**src/rtl/sap1_datapath.sv**
```systemverilog
// SAP-1 datapath: OR-combined W-bus, PC/MAR/MDR/IR/A/B/OUT registers, add/sub ALU
// with registered carry/zero flags, and a sticky multi-driver conflict flag.
module sap1_datapath #(
  parameter int WIDTH = 8
) (
  input  logic             clk,
  input  logic             rst_n,
  input  logic [14:0]      ctrl,
  input  logic [WIDTH-1:0] mem_rdata,
  output logic [3:0]       mem_addr,
  output logic [WIDTH-1:0] mem_wdata,
  output logic             mem_re,
  output logic             mem_we,
  output logic [3:0]       opcode,
  output logic [WIDTH-1:0] bus,
  output logic [WIDTH-1:0] out_data,
  output logic [3:0]       pc,
  output logic             carry,
  output logic             zero,
  output logic             bus_conflict
);

  logic c_p, e_p, l_p, l_ma, l_md, ce, l_r, l_i, e_i, l_a, e_a, s_u, e_u, l_b, l_o;

  logic [3:0]       pc_q, pc_d, mar_q, mar_d;
  logic [WIDTH-1:0] mdr_q, mdr_d, ir_q, ir_d, a_q, a_d, b_q, b_d, out_q, out_d;
  logic             carry_q, carry_d, zero_q, zero_d, conflict_q, conflict_d;
  logic [WIDTH:0]   alu_sum;
  logic [WIDTH-1:0] alu_b;
  logic [2:0]       n_drv;

  // Active-low controls are inverted here so all internal enables are active-high.
  always_comb begin
    c_p  = ctrl[14];
    e_p  = ctrl[13];
    l_p  = ctrl[12];
    l_ma = ~ctrl[11];
    l_md = ~ctrl[10];
    ce   = ~ctrl[9];
    l_r  = ~ctrl[8];
    l_i  = ~ctrl[7];
    e_i  = ~ctrl[6];
    l_a  = ~ctrl[5];
    e_a  = ctrl[4];
    s_u  = ctrl[3];
    e_u  = ctrl[2];
    l_b  = ~ctrl[1];
    l_o  = ~ctrl[0];
  end

  always_comb begin
    alu_b   = s_u ? ~b_q : b_q;
    alu_sum = {1'b0, a_q} + {1'b0, alu_b} + {{WIDTH{1'b0}}, s_u};
  end

  always_comb begin
    bus = '0;
    if (e_p) bus = bus | {{(WIDTH-4){1'b0}}, pc_q};
    if (ce)  bus = bus | mem_rdata;
    if (e_i) bus = bus | {{(WIDTH-4){1'b0}}, ir_q[3:0]};
    if (e_a) bus = bus | a_q;
    if (e_u) bus = bus | alu_sum[WIDTH-1:0];
    n_drv = {2'b00, e_p} + {2'b00, ce} + {2'b00, e_i} + {2'b00, e_a} + {2'b00, e_u};
  end

  always_comb begin
    pc_d       = pc_q;
    mar_d      = mar_q;
    mdr_d      = mdr_q;
    ir_d       = ir_q;
    a_d        = a_q;
    b_d        = b_q;
    out_d      = out_q;
    carry_d    = carry_q;
    zero_d     = zero_q;
    conflict_d = conflict_q | (n_drv > 3'd1);
    // A jump load wins over the increment when both are requested.
    if (l_p)      pc_d = bus[3:0];
    else if (c_p) pc_d = pc_q + 4'd1;
    if (l_ma) mar_d = bus[3:0];
    if (l_md) mdr_d = bus;
    if (l_i)  ir_d  = bus;
    if (l_a)  a_d   = bus;
    if (l_b)  b_d   = bus;
    if (l_o)  out_d = bus;
    if (e_u && l_a) begin
      carry_d = alu_sum[WIDTH];
      zero_d  = (alu_sum[WIDTH-1:0] == '0);
    end
  end

  always_ff @(posedge clk or negedge rst_n) begin
    if (!rst_n) begin
      pc_q       <= '0;
      mar_q      <= '0;
      mdr_q      <= '0;
      ir_q       <= '0;
      a_q        <= '0;
      b_q        <= '0;
      out_q      <= '0;
      carry_q    <= 1'b0;
      zero_q     <= 1'b0;
      conflict_q <= 1'b0;
    end else begin
      pc_q       <= pc_d;
      mar_q      <= mar_d;
      mdr_q      <= mdr_d;
      ir_q       <= ir_d;
      a_q        <= a_d;
      b_q        <= b_d;
      out_q      <= out_d;
      carry_q    <= carry_d;
      zero_q     <= zero_d;
      conflict_q <= conflict_d;
    end
  end

  always_comb begin
    mem_addr     = mar_q;
    mem_wdata    = mdr_q;
    mem_re       = ce;
    mem_we       = l_r;
    opcode       = ir_q[7:4];
    out_data     = out_q;
    pc           = pc_q;
    carry        = carry_q;
    zero         = zero_q;
    bus_conflict = conflict_q;
  end

endmodule

```
**config.mk**
```make
export PLATFORM = sky130hd
export DESIGN_NAME = sap1_datapath
export DESIGN_NICKNAME = d
export VERILOG_FILES = /design/src/rtl/sap1_datapath.sv
export SDC_FILE = /design/constraint.sdc
export NUM_CORES = 1
export LEC_CHECK = 0
export BUFFER_PORTS_ARGS = -buffer_cell sky130_fd_sc_hd__buf_4
export CAP_MARGIN = 0
export CORE_UTILIZATION = 30
export DETAILED_ROUTE_END_ITERATION = 10
export GPL_TIMING_DRIVEN = 0
export MAX_ROUTING_LAYER = met4
export PLACE_DENSITY = 0.52
export REMOVE_ABC_BUFFERS = 1
export SLEW_MARGIN = 20
export SYNTH_ARGS = -nofsm -noshare
export SYNTH_HDL_FRONTEND = slang
export SYNTH_SLANG_ARGS = --single-unit
export TNS_END_PERCENT = 50
```
**constraint.sdc**
```tcl
create_clock -name clk -period 2 [get_ports clk]
set_input_delay 0.3 -clock clk [delete_from_list [all_inputs] [get_ports clk]]
set_output_delay 0.3 -clock clk [all_outputs]
set_load 0.005 [all_outputs]
```
Word-level counts from Yosys, hierarchy flattened:

Cells that the tools add are included.
Widths: inputs -> output; s select.

* memory bits (read-only): 0
* memories: 0
* input port bits: 25
* bits in latches: 0
* register bits after elaboration: 51
* bits in writable memories: 0
* word-level logic and storage cells: 39
* output and inout bits: 41

* $lt $le $gt $ge: 1
* reduce and logical (&&, ||, !) cells: 3
* add/subtract/negate cells: 7
* shifts and indexed selects: 0
* mux-type cells: 8
* multipliers: 0
* bitwise logic cells: 10
* equality and inequality tests: 0
* div/mod/pow operators: 0

Operators with widths (count)
* $mux 8: 5
* $or 8x8->8: 2
* $mux 4: 3
* $add 8x8->9: 1
* $add 9x1->9: 1
* $logic_not 8->1: 1
* $not 8->8: 1
* $or 4x8->8: 1
* $or 8x4->8: 1
* $add 3x1->3: 2
* $add 4x1->4 const B: 1
* $not 1->1: 4
* $add 2x1->3: 1
* $gt 3x1->1 const B: 1
* $add 1x1->2: 1
* $reduce_bool 2->1: 1
* $logic_and 1x1->1: 1
* $or 1x1->1: 1

Depth between registers and ports, before layout:

Gate-level depths: netlist of run 1.

* depth after elaboration: 10
* gate-level depth with buffers: 9
* mapped depth without buffers: 8

Least setup slack after synthesis of run 1:

Ideal clock, no wire load.

* path kind: input port to flip-flop
* from: input port ctrl[3]
* to: register b_q[6]
* setup slack: -0.285 ns
* cell stages on the path: 9
* data arrival time: 2.160 ns
* path buffers: 2
* required time: 1.875 ns
* setup time: 0.125 ns
* path through: buf_6 > xor2_1 > ha_1 > buf_6 > nor4b_1 > a2111oi_2 > a31oi_1 > a221o_1 > mux2_2

* cells in the longest elaborated chain, start to end: 5

Ends and longest elaborated chain
* start, declared: RTL line 8 `input logic [14:0] ctrl,`
* $mux 8: RTL line 52 `alu_b = s_u ? ~b_q : b_q;`
* $add 8x8->9: RTL line 53 `alu_sum = {1'b0, a_q} + {1'b0, alu_b} + {{WIDTH{1'b0}}, s_u};`
* $add 9x1->9 *: RTL line 53
* $or 8x8->8 *: RTL line 62 `if (e_u) bus = bus | alu_sum[WIDTH-1:0];`
* $mux 8 *: RTL line 62
* named net bus[6]: RTL line 15 `output logic [WIDTH-1:0] bus,`
* end signal, assigned: RTL line 99 `b_q <= '0;`
* end signal, assigned: RTL line 110 `b_q <= b_d;`
* end, declared: RTL line 26 `logic [WIDTH-1:0] mdr_q, mdr_d, ir_q, ir_d, a_q, a_d, b_q, b_d, out_q, out_d;`

The timed path passes the listed nets; every way through them passes the cells marked *.
A chain may end at the register's enable or synchronous reset.

Worst setup path in the final report of run 1:

* from: register b_q[1]
* to: output port bus[6]

* cells in the longest elaborated chain, start to end: 6

Ends and longest elaborated chain (RTL line)
* $not 8->8: 52
* $mux 8 *: 52
* $add 8x8->9 *: 53
* $add 9x1->9 *: 53
* $or 8x8->8 *: 62
* $mux 8 *: 62
* end, declared: 15

Every way passes the cells marked *; elsewhere a longest branch is shown, timed or not.

==> results of run 1 <==
==> synthesized netlist by cell type (3+ instances only) <==
library cell | instances | area [um2]
inv_1 | 9 | 33.8
nand2_1 | 13 | 48.8
o21ai_0 | 8 | 40.0
buf_4 | 4 | 30.0
ha_1 | 11 | 138
a21oi_1 | 4 | 20.0
nand4_1 | 3 | 18.8
a22oi_1 | 6 | 45.0
buf_1 | 4 | 15.0
xor2_1 | 10 | 87.6
mux2_2 | 44 | 495
xnor2_1 | 4 | 35.0
dfrtp_1 | 51 | 1280
nor2_1 | 3 | 11.3
nand3_1 | 3 | 15.0
==> timing repair <==
item,in CTS,in global routing
setup buffers,20,14
endpoints found under the setup margin,50,51
pin swaps,15,20
resized for setup,32,26
cloned,0,0
==> registers in the layout, indices dropped and copies added, names as in the netlist <==
register and flops:
a_q 8, b_q 8, ir_q 8, mem_wdata 8
out_data 8, mem_addr 4, pc 4, bus_conflict 1
carry 1, zero 1
==> cell usage in the layout (no fill, tap or decap), types with 2 or more instances in the layout <==
| cell type | n |
|---|---|
| a21oi_1 | 2 |
| o21ai_1 | 2 |
| xor2_2 | 3 |
| nor2_1 | 2 |
| a221o_1 | 2 |
| o21ai_0 | 5 |
| mux2_2 | 40 |
| mux2_4 | 4 |
| nand2_2 | 2 |
| a211o_1 | 2 |
| ha_1 | 6 |
| buf_4 | 82 |
| nor2b_1 | 2 |
| nand4_1 | 3 |
| nand3_1 | 2 |
| a22oi_1 | 6 |
| nand3b_1 | 2 |
| ha_4 | 5 |
| clkbuf_8 | 6 |
| buf_6 | 10 |
| xor2_1 | 7 |
| or3_4 | 2 |
| dfrtp_1 | 50 |
| a222oi_1 | 2 |
| xnor2_1 | 2 |
| inv_1 | 8 |
| nand2b_1 | 2 |
| nand2_1 | 11 |
==> how the worst max path moves through the flow <==
| stage | from | to | cells past startpoint | slack, ns |
|---|---|---|---|---|
| after floorplan | b_q[6]$_DFFE_PN0N_ | a_q[6]$_DFFE_PN0N_ | 7 | -0.23 |
| after global routing | b_q[1]$_DFFE_PN0N_ | bus[6] | 8 | -0.77 |
| after detailed placement | ctrl[3] | bus[7] | 8 | -0.66 |
| after global placement | ctrl[3] | bus[7] | 8 | -0.65 |
| after CTS | b_q[1]$_DFFE_PN0N_ | bus[6] | 8 | -0.68 |
| final | b_q[1]$_DFFE_PN0N_ | bus[6] | 8 | -0.65 |
==> critical path, delay by kind of cell, from the launching register on <==
kind / cells / cell delay (ns)
buffers and inverters: 2 / 0.20
adders and majority gates: 1 / 0.36
xor gates and xnor gates: 1 / 0.14
and+or+nand+nor: 1 / 0.27
DFF: 1 / 0.41
AOI/OAI and AO/OA: 3 / 0.68
==> per-stage QoR <==
stage,worst slack (ns),utilization [%]
floorplan,-0.229,-
global placement,-0.646,37.3
detailed placement,-0.655,37.3
CTS,-0.678,41.9
global route,-0.772,44.1
finish,-0.646,44.1
==> cells by family after synthesis <==
kind of cell	count (synthesis)	share of synthesized area (%)
buffers and inverters	24	4.49
adders and majority gates	13	6.50
AOI/OAI and AO/OA	41	11.5
muxes	47	19.4
xor gates and xnor gates	14	4.49
DFF	51	46.7
and+or+nand+nor	36	6.92
==> per-layer routing <==
metal	share of wire, %	track usage, %	up-vias
met5	0	-	-
met4	1.6	5.32	0
met3	3.1	2.52	8
met2	48	24.2	49
met1	47	21.2	1048
li1	-	-	985
==> area by class of cell <==
type / instances / area (um2)
sequential: 51 / 1280
inverter: 10 / 37.5
multi-input combinational: 151 / 1590
tap: 108 / 135
clock inverter: 1 / 8.76
fill: 841 / 4900
clock buffer: 7 / 86.3
timing repair buffer: 92 / 728
==> power by group <==
| part | switching, W | leakage [nW] | internal (W) |
|---|---|---|---|
| combinational | 0.00149 | 1.01 | 0.00197 |
| clock | 0.000352 | 0.0484 | 0.000285 |
| sequential | 0.000233 | 0.528 | 0.00134 |
==> summary.md, run 1 <==
| Metric | Value |
|---|---|
| Outcome | `finished, violations left` |
| Failing checks | `negative setup slack` |
| Via count | `2090` |
| Netlist cell types | `50` |
| Post-synth EDFFs | `0` |
| 1st-iter DRT viols | `80` |
| Port bufs | `65` |
| Setup WS post-layout | `-0.646 ns` |
| Root buf cell | `clkbuf_8` |
| Worst hold slack | `~0.016 ns` |
| Global placer's final weighted congestion | `0.810` |
| Relative slew slack | `between 50% and 60%` |
| Final WL | `7130 um` |
| GRT Overall Usage | `15.7%` |
| Top_reg_cell synth | `dfrtp_1` |
| Final setup vio count | `50` |
| CP max stage delay | `0.41 ns` |
| Clock Latency Late Sink | `0.30 ns` |
| H-tree levels | `2` |
| Clk_skew | `about 0.011 ns` |
| # hold bufs at CTS | `0` |
| Fin crit share | `132%` |
| Yosys warns | `0` |
| Post-Syn Area per Cell | `12.1 um2` |
| WP data arrival | `2.35 ns` |
| Initial antenna violation count | `0` |
| Overflow after GRT | `0` |
| Num CTS Buffers | `5` |
| Max-Cap Viols | `0` |
| WP data required | `roughly 1.7 ns` |
| Worst reg2reg path endpoint | `mem_wdata[6]$_DFFE_PN0N_` |
| Slew Viols, Final | `0` |
| FP Rows | `34` |
| Gate Count Post-Synth | `approximately 230` |
| Vias in the first global route | `roughly 2100` |
| Final min period | `2.65 ns` |
| Layout area overhead | `41.5%` |
| Initial core utilization | `between 30% and 40%` |
| Setup crit end kind | `output pin` |
| Post-synthesis cell area | `0.00273 mm2` |
| DP Area | `0.00327 mm2` |
| Finished Layout Cells | `420` |
| CORE AREA | `~0.009 mm2` |
| Vias/cell | `4.98` |
| Largest net degree at the start of global routing | `between 50 and 60` |
| Lkg Pwr | `~1.6 nW` |
| Worst setup SP type | `flop` |
| Post-DP HPWL | `roughly 4500 um` |
| Final setup TNS | `-15.64 ns` |
| Die Y-Extent | `roughly 97 um` |
| Drt wl/cell | `between 15 and 20 um` |
| Post-route cell area | `between 0.003 and 0.004 mm2` |
| Post-route ant nets | `0` |
| Clock slew at reported path FFs | `around 0.090 ns` |
| Full die area | `between 0.009 and 0.01 mm2` |
| Worst VDD drop | `631 uV` |
| Fin. Hold Viols | `0` |
| P per Cell Area | `1470 mW/mm2` |
| DRC Markers | `0` |
| CTS tree | `done` |
| CP Max Fanout | `4` |
| Ports | `66` |
| Share of layout cells above drive strength 1 | `56.7%` |
| Maximum clock path buffer count | `2` |
| FF-to-FF Start | `b_q[6]$_DFFE_PN0N_` |
| Placed cells | `between 300 and 400` |
| First-pass GRT wire length | `11500 um` |
| Worst slew pin tran | `around 0.7 ns` |
| Slowest cell on the critical path | `dfrtp_1` |
| ANT cells | `0` |
| Worst path cell trace | `xor2_2 -> inv_1 -> fa_2 -> nand3b_1 -> a211o_1 -> a31oi_2 -> a221o_1 -> buf_4` |
| Register area share after synthesis | `46.7%` |
| Reg2reg path depth | `8` |
| # nets final | `349` |
| Post-synthesis async set-or-reset flop share | `100%` |
| Sink Count | `51` |
| Synthesized flop and latch total | `51` |
| Peak Freq | `378 MHz` |
| Critical path class | `flop to output pin` |
| Worst reg2reg setup slack | `-0.39 ns` |
| Die X | `97.4 um` |
| Design Power | `around 0.0057 W` |
| Worst min path class | `primary input to asynchronous set/reset pin` |
| DR pass1 iterations | `4` |
| RSZ-0062 raised after global routing | `true` |
No activity file was read; power rests on OpenSTA's default activity.
==> inputs of run 2 (changes only) <==
--- a/config.mk
+++ b/config.mk
@@ -10,7 +10,6 @@
 export CORE_UTILIZATION = 30
 export DETAILED_ROUTE_END_ITERATION = 10
 export GPL_TIMING_DRIVEN = 0
-export MAX_ROUTING_LAYER = met4
 export PLACE_DENSITY = 0.52
 export REMOVE_ABC_BUFFERS = 1
 export SLEW_MARGIN = 20
==> run 2 against run 1 <==
The flow still finishes with violations (negative setup slack). Fmax is essentially flat. Flip-flop and latch count is the same. Cell area is the same. Sequential share of layout area is the same. Clock skew shrank 0.0023 ns. Wire length grew 0.22%. Die area is the same. Setup slack is essentially flat. Critical path type unchanged. Critical endpoint unchanged. Largest cell class unchanged.
==> summary.md, run 2 (same netlist as run 1, synthesis figures left out) <==
| Metric | Value |
|---|---|
| FP Rows | `34 (unchanged)` |
| Global placer's final weighted congestion | `0.799 (-1.4%)` |
| Final min period | `2.65 ns (+0.000385 ns)` |
| Clock slew at reported path FFs | `0.09 ns (about the same)` |
| Final setup vio count | `50 (unchanged)` |
| Int Power | `0.00360 W (about the same)` |
| Reg2reg path depth | `8 (unchanged)` |
| Clk pwr share | `11.2% (about the same)` |
| Full die area | `0.00949 mm2 (unchanged)` |
| Overflow after GRT | `0 (unchanged)` |
| Lkg Pwr | `1.59 nW (about the same)` |
| Max-Cap Viols | `0 (unchanged)` |
| Worst reg2reg setup slack | `-0.41 ns (-0.02 ns)` |
| Most common cell after layout, fill and taps aside | `buf_4` |
| Vias/cell | `5.03 (+1.1%)` |
| First-pass GRT wire length | `11500 um (about the same)` |
| Clock Latency Late Sink | `0.30 ns (about the same)` |
| Layout area overhead | `41.5% (unchanged)` |
| Setup WS post-layout | `-0.646 ns (-0.000385 ns)` |
| Clk_skew | `0.00893 ns (-0.00227 ns)` |
| DR pass1 iterations | `4 (unchanged)` |
| H-tree levels | `2 (unchanged)` |
| Final design utilization | `44.1% (unchanged)` |
| P per Cell Area | `1470 mW/mm2 (about the same)` |
| Via count | `2113 (+1.1%)` |
| Num CTS Buffers | `5 (unchanged)` |
| CP Max Fanout | `4 (unchanged)` |
| Share of layout cells above drive strength 1 | `56.7% (unchanged)` |
| Peak Freq | `378 MHz (about the same)` |
| Sw Pwr | `0.00208 W (+0.18%)` |
| Initial antenna violation count | `0 (unchanged)` |
| Worst VDD drop | `632 uV (about the same)` |
| Worst slew pin tran | `0.725 ns (+0.0201 ns)` |
| Post-route ant nets | `0 (unchanged)` |
| Outcome | `finished, violations left` |
| GRT Overall Usage | `15.3% (-0.44 points)` |
| FF-to-FF Start | `b_q[6]$_DFFE_PN0N_` |
| CTS tree | `done` |
| Largest net degree at the start of global routing | `52 (unchanged)` |
| Worst setup SP type | `flop` |
| 1st-iter DRT viols | `72 (-10%)` |
| Failing checks | `negative setup slack` |
| Design Power | `0.00567 W (about the same)` |
| Fill count | `841 (unchanged)` |
| Worst min path class | `primary input to asynchronous set/reset pin` |
| Post-DP HPWL | `4530 um (unchanged)` |
| WP data arrival | `2.35 ns (about the same)` |
| WP data required | `1.70 ns (about the same)` |
| Most frequent cells in the layout | `82 x buf_4, 50 x dfrtp_1, 40 x mux2_2` |
| Final WL | `7150 um (+0.22%)` |
| Sink Count | `51 (unchanged)` |
| Switching power share of the total | `36.6% (+0.044 points)` |
| Setup crit end kind | `output pin` |
| Fin crit share | `132% (about the same)` |
| Ports | `66 (unchanged)` |
| Logic pwr share | `61.0% (about the same)` |
| Fin. Hold Viols | `0 (unchanged)` |
| Flop pwr share | `27.8% (about the same)` |
| Critical path class | `flop to output pin` |
| Initial core utilization | `31.2% (unchanged)` |
| Vias in the first global route | `2136 (+0.14%)` |
| Drt wl/cell | `17.0 um (+0.22%)` |
| CORE AREA | `0.00876 mm2 (unchanged)` |
| Pre-CTS WS | `-0.655 ns (unchanged)` |
| Root buf cell | `clkbuf_8` |
| Maximum clock path buffer count | `2 (unchanged)` |
| Die Y-Extent | `97.4 um (unchanged)` |
| Worst reg2reg path endpoint | `mem_wdata[6]$_DFFE_PN0N_` |
| DRC Markers | `0 (unchanged)` |
| Port bufs | `65 (unchanged)` |
| Relative slew slack | `51.4% (-1.3 points)` |
| ANT cells | `0 (unchanged)` |
| Slew Viols, Final | `0 (unchanged)` |
| RSZ-0062 raised after global routing | `true` |
| # nets final | `349 (unchanged)` |
| Die X | `97.4 um (unchanged)` |
==> run 2: final cells by class <==
class / count / area [um2] / share of cell area, %
Clock inverter: 1 / 8.76 / 0.227
Sequential cell: 51 / 1280 / 33.1
Clock buffer: 7 / 86.3 / 2.23
Multi-Input combinational cell: 151 / 1590 / 41.2
Tap cell: 108 / 135 / 3.50
Timing Repair Buffer: 92 / 728 / 18.8
Inverter: 10 / 37.5 / 0.971
==> run 2: per-stage QoR <==
stage,instances,instance area (um2),setup TNS (ns),hold slack (ns)
2_1_floorplan,212,2650,-3.01,0.00441
3_3_place_gp,385,3270,-18.82,0.388
3_5_place_dp,385,3270,-19.04,0.390
4_1_cts,413,3670,-13.37,0.0471
5_1_grt,420,3860,-20.21,0.0687
6_report,420,3860,-15.99,0.0157
==> run 2: how the worst max path moves through the flow <==
stage,slack [ns],depth (start not counted),start,end
floorplan,-0.23,7,b_q[6]$_DFFE_PN0N_,a_q[6]$_DFFE_PN0N_
global placement,-0.65,8,ctrl[3],bus[7]
detailed placement,-0.66,8,ctrl[3],bus[7]
CTS,-0.68,8,b_q[1]$_DFFE_PN0N_,bus[6]
global route,-0.77,8,b_q[1]$_DFFE_PN0N_,bus[6]
finish,-0.65,8,b_q[1]$_DFFE_PN0N_,bus[6]
==> run 2: worst max-delay path, stage by stage (launching register included) <==
cell	delay (ns)
dfrtp_1	0.41
xor2_2	0.14
inv_1	0.08
fa_2	0.36
nand3b_1	0.27
a211o_1	0.35
a31oi_2	0.16
a221o_1	0.17
buf_4	0.12
==> run 2: power groups by stage <==
| stage | clock network (W) | registers, W | logic, W |
|---|---|---|---|
| final | 0.000633 | 0.00158 | 0.00346 |
| after CTS | 0.000665 | 0.00157 | 0.00303 |
| after global placement | 0 | 0.00156 | 0.00227 |
| after detailed placement | 0 | 0.00157 | 0.00229 |
| after global routing | 0.000707 | 0.00163 | 0.00376 |
| after floorplan | 0 | 0.00155 | 0.00148 |
==> run 2: what timing repair did <==
| action | 4_1_cts | 5_1_grt |
|---|---|---|
| resized for setup | 32 | 26 |
| pin swaps | 15 | 21 |
| hold buffers | 0 | 0 |
| cloned | 0 | 0 |
| setup endpoints to repair | 50 | 51 |
| setup buffers | 20 | 14 |
==> run 2: routing by layer <==
layer	wire, um	global-route usage (%)
met3	275	2.73
met5	0	0
met2	3420	24.2
met4	116	5.32
met1	3330	21.1
